--- config.mk ---
export PLATFORM = sky130hd
export DESIGN_NAME = dmem_arbiter
export DESIGN_NICKNAME = d
export VERILOG_FILES = /design/src/rtl/dmem_arb_pkg.sv /design/src/rtl/sat_counter.sv /design/src/rtl/dmem_arbiter.sv
export SDC_FILE = /design/constraint.sdc
export NUM_CORES = 1
export LEC_CHECK = 0
export ABC_CLOCK_PERIOD_IN_PS = 3450
export CORE_AREA = 2 2 122 124
export DETAILED_ROUTE_END_ITERATION = 10
export DIE_AREA = 0 0 124 126
export GPL_ROUTABILITY_DRIVEN = 1
export MAX_ROUTING_LAYER = met4
export PLACE_DENSITY_LB_ADDON = 0.12
export SETUP_SLACK_MARGIN = 0.2
export SYNTH_ARGS = -nofsm -noshare
export SYNTH_HDL_FRONTEND = slang
export SYNTH_SLANG_ARGS = --single-unit
--- constraint.sdc ---
create_clock -name clk -period 3.45 [get_ports clk]
set_input_delay 0.69 -clock clk [delete_from_list [all_inputs] [get_ports clk]]
set_output_delay 0.69 -clock clk [all_outputs]
set_load 0.02 [all_outputs]
--- src/rtl/dmem_arb_pkg.sv ---
// Shared definitions for the data-memory arbiter: owner encoding, the
// default EXT burst limit, and the base priority rule used by the FSM.
package dmem_arb_pkg;

    typedef enum logic [1:0] {
        IDLE = 2'b00,
        CPU  = 2'b01,
        EXT  = 2'b10
    } owner_e;

    localparam int MAX_EXT_BURST_DEF = 4;
    localparam int WAIT_CNT_W        = 16;

    // Strict priority: the external loader always wins over the CPU.
    function automatic owner_e base_next_owner(input logic ext_want, input logic cpu_want);
        if (ext_want)
            return EXT;
        else if (cpu_want)
            return CPU;
        return IDLE;
    endfunction

endpackage

--- src/rtl/sat_counter.sv ---
// Saturating up-counter: increments on inc, sticks at all-ones, clears on
// asynchronous reset.
module sat_counter #(
    parameter int W = 16
) (
    input  logic         clk,
    input  logic         reset,
    input  logic         inc,
    output logic [W-1:0] count
);

    // Count up on inc, never wrapping past the maximum value.
    always_ff @(posedge clk or posedge reset) begin
        if (reset)
            count <= '0;
        else if (inc && (count != {W{1'b1}}))
            count <= count + 1'b1;
    end

endmodule

--- src/rtl/dmem_arbiter.sv ---
// Two-master arbiter for a single-port data memory (CPU vs. external loader).
// Ownership is registered, so a new request is served one cycle after it is
// first seen; the memory mux itself is combinational from the owner.
// Optional feature: define DMEM_ARB_STARVE_EN to let the CPU steal one cycle
// after MAX_EXT_BURST consecutive EXT cycles in which it was waiting.
module dmem_arbiter
    import dmem_arb_pkg::*;
#(
    parameter int ADDR_W        = 32,
    parameter int DATA_W        = 32,
    parameter int MAX_EXT_BURST = MAX_EXT_BURST_DEF
) (
    input  logic              clk,
    input  logic              reset,
    // CPU side
    input  logic              cpu_req,
    input  logic              cpu_we,
    input  logic [ADDR_W-1:0] cpu_adr,
    input  logic [DATA_W-1:0] cpu_wdata,
    output logic              cpu_stall,
    output logic [DATA_W-1:0] cpu_rdata,
    // External loader side
    input  logic              ext_req,
    input  logic              ext_we,
    input  logic [ADDR_W-1:0] ext_adr,
    input  logic [DATA_W-1:0] ext_wdata,
    output logic              ext_gnt,
    output logic [DATA_W-1:0] ext_rdata,
    // Shared memory port
    output logic              mem_we,
    output logic [ADDR_W-1:0] mem_adr,
    output logic [DATA_W-1:0] mem_wdata,
    input  logic [DATA_W-1:0] mem_rdata,
    // Statistics
    output logic [15:0]       cpu_wait_cnt
);

    if (MAX_EXT_BURST < 1) begin : g_cfg_check
        $error("MAX_EXT_BURST must be at least 1");
    end

    owner_e owner;
    owner_e owner_next;

`ifdef DMEM_ARB_STARVE_EN
    // Wide enough to hold MAX_EXT_BURST with headroom, never zero width.
    localparam int SC_W = $clog2(MAX_EXT_BURST + 2);

    logic [SC_W-1:0] starve_cnt;
    logic [SC_W-1:0] starve_next;
    logic            starve_hit;

    // Count EXT cycles the CPU sat through; the cycle that reaches the limit
    // hands the next cycle to the CPU. Any other cycle restarts the count.
    always_comb begin
        starve_next = '0;
        starve_hit  = 1'b0;
        if ((owner == EXT) && cpu_req) begin
            if ((int'(starve_cnt) + 1) >= MAX_EXT_BURST)
                starve_hit = 1'b1;
            else
                starve_next = starve_cnt + 1'b1;
        end
    end

    // Starvation counter register.
    always_ff @(posedge clk or posedge reset) begin
        if (reset)
            starve_cnt <= '0;
        else
            starve_cnt <= starve_next;
    end
`endif

    // Next-owner selection: EXT first, then CPU, optionally overridden when
    // the CPU has waited out a full EXT burst.
    always_comb begin
        owner_next = base_next_owner(ext_req, cpu_req);
`ifdef DMEM_ARB_STARVE_EN
        if (starve_hit)
            owner_next = CPU;
`endif
    end

    // Owner state register; reset parks the port so nothing is written.
    always_ff @(posedge clk or posedge reset) begin
        if (reset)
            owner <= IDLE;
        else
            owner <= owner_next;
    end

    // Memory port mux driven straight from the current owner. A requester
    // that drops its request stops writing in that same cycle.
    always_comb begin
        mem_we    = 1'b0;
        mem_adr   = '0;
        mem_wdata = '0;
        case (owner)
            EXT: begin
                mem_we    = ext_we & ext_req;
                mem_adr   = ext_adr;
                mem_wdata = ext_wdata;
            end
            CPU: begin
                mem_we    = cpu_we & cpu_req;
                mem_adr   = cpu_adr;
                mem_wdata = cpu_wdata;
            end
            default: ;
        endcase
    end

    assign ext_gnt   = (owner == EXT) & ext_req;
    assign cpu_stall = cpu_req & ~((owner == CPU) & ~ext_gnt);
    assign cpu_rdata = mem_rdata;
    assign ext_rdata = mem_rdata;

    sat_counter #(
        .W (WAIT_CNT_W)
    ) u_wait_cnt (
        .clk   (clk),
        .reset (reset),
        .inc   (cpu_stall),
        .count (cpu_wait_cnt)
    );

endmodule

== Yosys cells after proc, flatten, opt, wreduce, memory -nomap -nowiden ==
Index checks and enable logic that the tools add are counted.
W data, S select, Z words.

* Add/subtract/negate cells: 1
* Eq/ne operators: 3
* Multiplexer cells: 8
* Bitwise operators: 7
* Reductions and logical operators: 1

{| class="wikitable"
|+ Operator list
! kind !! number
|-
| $pmux W32 S2 || 2
|-
| $add A16 B1 Y16 const B || 1
|-
| $ne A16 B16 Y1 const B || 1
|-
| $mux W2 || 3
|-
| $and A1 B1 Y1 || 5
|-
| $eq A2 B1 Y1 const B || 1
|-
| $eq A2 B2 Y1 const B || 1
|-
| $mux W1 || 2
|-
| $not A1 Y1 || 2
|-
| $pmux W1 S2 || 1
|-
| $logic_and A1 B1 Y1 || 1
|}

* Register bits: 18
* Input bits: 166
* Output and inout bits: 147
* Logic and storage cells: 22

== Depth between registers and ports, before layout ==
* Word-level depth: 7
* Mapped depth: 6
* Depth with buffers taken out: 6

== Modules after synthesis ==
From an unflattened synthesis, not the netlist that was laid out.

* Cell total of the unflattened synthesis: 299
* Area, all modules: 2,273.4 sq um

{| class="wikitable"
|+ Modules (own cells, without submodules)
! module !! times used !! cells each !! area an instance (sq um) !! sequential area each (sq um)
|-
| dmem_arbiter || 1 || 228 || 1,467.7 || 50.0
|-
| sat_counter || 1 || 71 || 805.8 || 400.4
|}

== Worst setup path before layout ==
OpenSTA, ideal clock, no wires.

* Kind: register to output
* Start: reg owner[0]
* End: out mem_we
* Arrival: 1.548 ns
* Required time: 2.760 ns
* Path slack: 1.212 ns
* Stages on the path, launching flop included: 7
* Path buffers: 1
* Cells stage by stage: dfrtp_1 > inv_1 > ha_1 > clkbuf_1 > and2_1 > nand2_1 > a21oi_1

* Cells in the longest elaborated chain, start to end: 2
* Elaborated cells on any way between the ends: 3
* Classes of those cells: eq/ne: 2; mux: 1

{| class="wikitable"
|+ RTL lines
! what !! RTL line !! RTL
|-
| start, declared || dmem_arbiter.sv:42 || <nowiki>owner_e owner;</nowiki>
|-
| start signal, assigned || dmem_arbiter.sv:90 || <nowiki>owner <= owner_next;</nowiki>
|-
| $eq A2 B1 Y1 / $eq A2 B2 Y1 (equally long branches) || dmem_arbiter.sv:99 || <nowiki>case (owner)</nowiki>
|-
| $pmux W1 S2 (*) || dmem_arbiter.sv:99 ||
|-
| end, declared || dmem_arbiter.sv:30 || <nowiki>output logic mem_we,</nowiki>
|}

Mark *: on every way between the ends. The rest lies on a longest branch, timed or not.

== Final worst setup path ==
Same ends and word-level chain as after synthesis.

==> impl_metrics.tcl <==
set metrics [dict create \
    netlist_area_mm2 0.00222 \
    final-setup-viol-count 0 \
    rows 44 \
    period_share 0.850 \
    outcome "complete, no violations" \
    async_reset_ff_frac 1.00 \
    layout-drive-gt1-share 0.0389 \
    irDropWorstVdd_uv 170 \
    fin_area_mm2 0.00421 \
    power.leakage_uw 0.00157 \
    grt_first_pass_wirelength_mm 14.2 \
    syn_nets 468 \
    yosysSeqAreaShare 0.203 \
    synth_top_cell_by_area "a22oi_1" \
    drc_errors 0 \
    drtIter0Drc 60 \
    critPathMaxFanout 25 \
    finalHoldViolCount 0 \
    ys.warnings.count 0 \
    drt-vias-per-instance 4.23 \
    synth_edf_count 0 \
    antenna_cells 0 \
    layout_common_cells "clkdlybuf4s50_1 (216), nor2_1 (67), a22oi_1 (64)" \
    final_common_cell "clkdlybuf4s50_1" \
    slew_headroom 0.523 \
    clk_path_buf_depth 2 \
    die_w_um 124 \
    tritoncts "done" \
    hold_ws_ns 0.523 \
    final_max_slew_viol_count 0 \
    post-route-util 0.294 \
    grt_overflow 0 \
    cts_resized 0 \
    core_area_mm2 0.0143 \
    synth_top_area_frac 0.216 \
    cp.buffers_inverters 3 \
    placed_area_mm2 0.00414 \
    critPathTopFamily "buffers and inverters" \
    cts_sinks 18 \
    rsz0062_at_grt "no" \
    clock_latency_ns 0.25 \
    numCtsBuffers 3 \
    antenna_left 0 \
    start_kind "flop" \
    ys.flop_type "dfrtp_1" \
    grt_usage 0.118 \
    synthToLayoutAreaGrowth_pct 89.7 \
    die-area_mm2 0.0156 \
    numPortBuffers 216 \
    drt-pass1-iter-count 4 \
    skew_ns 0.00224 \
    yosys.cell_types.count 32 \
    synth_seq_cells 18 \
    wl_per_cell_um 15.8 \
    avgSynthCellArea_um2 7.45 \
    place_hpwl_mm 7.81 \
    synthCells 298 \
    postCtsHoldBufs 0 \
    synth_area_leaders "a22oi_1 (22%), buf_4 (22%), dfrtp_1 (20%), nor2_1 (11%), xor2_1 (4.7%)" \
    cts_max_level 1 \
    worst_slew_pin_slew_ns 0.715 \
    crit_slowest_cell "clkdlybuf4s50_1" \
    antenna_found_initial 0 \
    grt_pass1_vias 2628 \
    tns_ns 0 \
    gp_congestion 0.717 \
    powerDensity_mw_per_mm2 279 \
    grt_max_degree 41 \
    vias 2629 \
    initial_core_util 0.155 \
    clkTransAtPathRegs_ns 0.05 \
    worstPathCellList "inv_1 -> ha_2 -> buf_4 -> and2_1 -> nand2_1 -> a21oi_1 -> clkdlybuf4s50_1" \
    slowest_delay_ns 0.62 \
    pin_count 313 \
    fin_nets 609 \
    die_h_um 126 \
    critical_path_required_ns 2.76 \
    crit_type "flop to output port" \
    cts_setup_buffers 0 \
    fin_crit_ns 2.93 \
    critPathArrivalTime_ns 2.24 \
    drt-total-wl_mm 9.83 \
    clockRootBuffer "clkbuf_16" \
    timing.final.ws_setup_ns 0.516 \
    drv_cap 0 \
    critPathCaptureType "output port" \
    post-place-ws_ns 0.615 \
    fmax_ghz 0.341 \
    holdCritPathClass "flop to flop" \
]
[flip-flops by register name, indices dropped and copies added (netlist names)]
| signal | flops |
|---|---|
| u_wait_cnt.count | 16 |
| owner | 2 |
[synthesized netlist by cell type, types with 2 or more instances]
library cell  instances
a22oi_1              64
nand2_1               4
ha_1                  4
clkbuf_1             15
buf_4                64
xnor2_1               2
nor3_1                5
xor2_1               12
inv_1                 3
buf_1                 7
nor4_1                4
nand4_1               4
nor2_1               67
nand3_1               8
dfrtp_1              18
[metrics by stage]
step,instances,total power (uW)
final,621,1180
after global routing,621,1250
after CTS,621,1190
after detailed placement,618,955
after global placement,618,955
after floorplan,298,679
[worst register-to-register path, cell delays in order, from the launching register on]
cell and delay, ns:
dfrtp_1 0.41, ha_1 0.22, nand4_1 0.22, or4b_4 0.58
nor2_2 0.10, mux2_1 0.31
[where the power goes]
part           switching (uW)  internal, uW  leakage [uW]
clock                    78.1           153     0.0000370
combinational             281           354       0.00130
sequential               60.3           250      0.000232
[metal layers]
metal	vias to the layer above	track usage	part of all wire
met3	2	0.0272	0.078
met2	164	0.208	0.50
met5	-	-	0
met1	1201	0.144	0.42
li1	1262	-	-
met4	0	0.00595	0.00041
[logic make-up (layout without fill, tap and decap cells)]
kind of cell,Yosys count,after routing,synth area share
compound gates,66,66,0.221
xor+xnor,14,14,0.0552
buf+inv,89,228,0.259
flops,18,18,0.203
simple gates,105,105,0.229
mux,2,2,0.0101
fa+ha+maj,4,4,0.0225
[final cells by class]
cell class,instances,area [um2]
repair buffers,222,2240
fillers,1559,10100
flip-flops and latches,18,450
multi-input cells,191,1200
clock buffers,3,75.1
inverters,3,11.3
well taps,184,230
[worst paths after layout]
path,startpoint,end,slack (ns),depth (start not counted)
max in group asynchronous,reset,u_wait_cnt.count[5],2.13,2
worst max-delay path,owner[0],mem_we,0.52,7
worst min-delay path,u_wait_cnt.count[15],u_wait_cnt.count[15],0.52,1
min in group asynchronous,reset,u_wait_cnt.count[15],0.87,2
worst min register to register,u_wait_cnt.count[15],u_wait_cnt.count[15],0.52,1
worst max register to register,u_wait_cnt.count[0],u_wait_cnt.count[12],1.50,5
(Power assumes the default switching activity.)
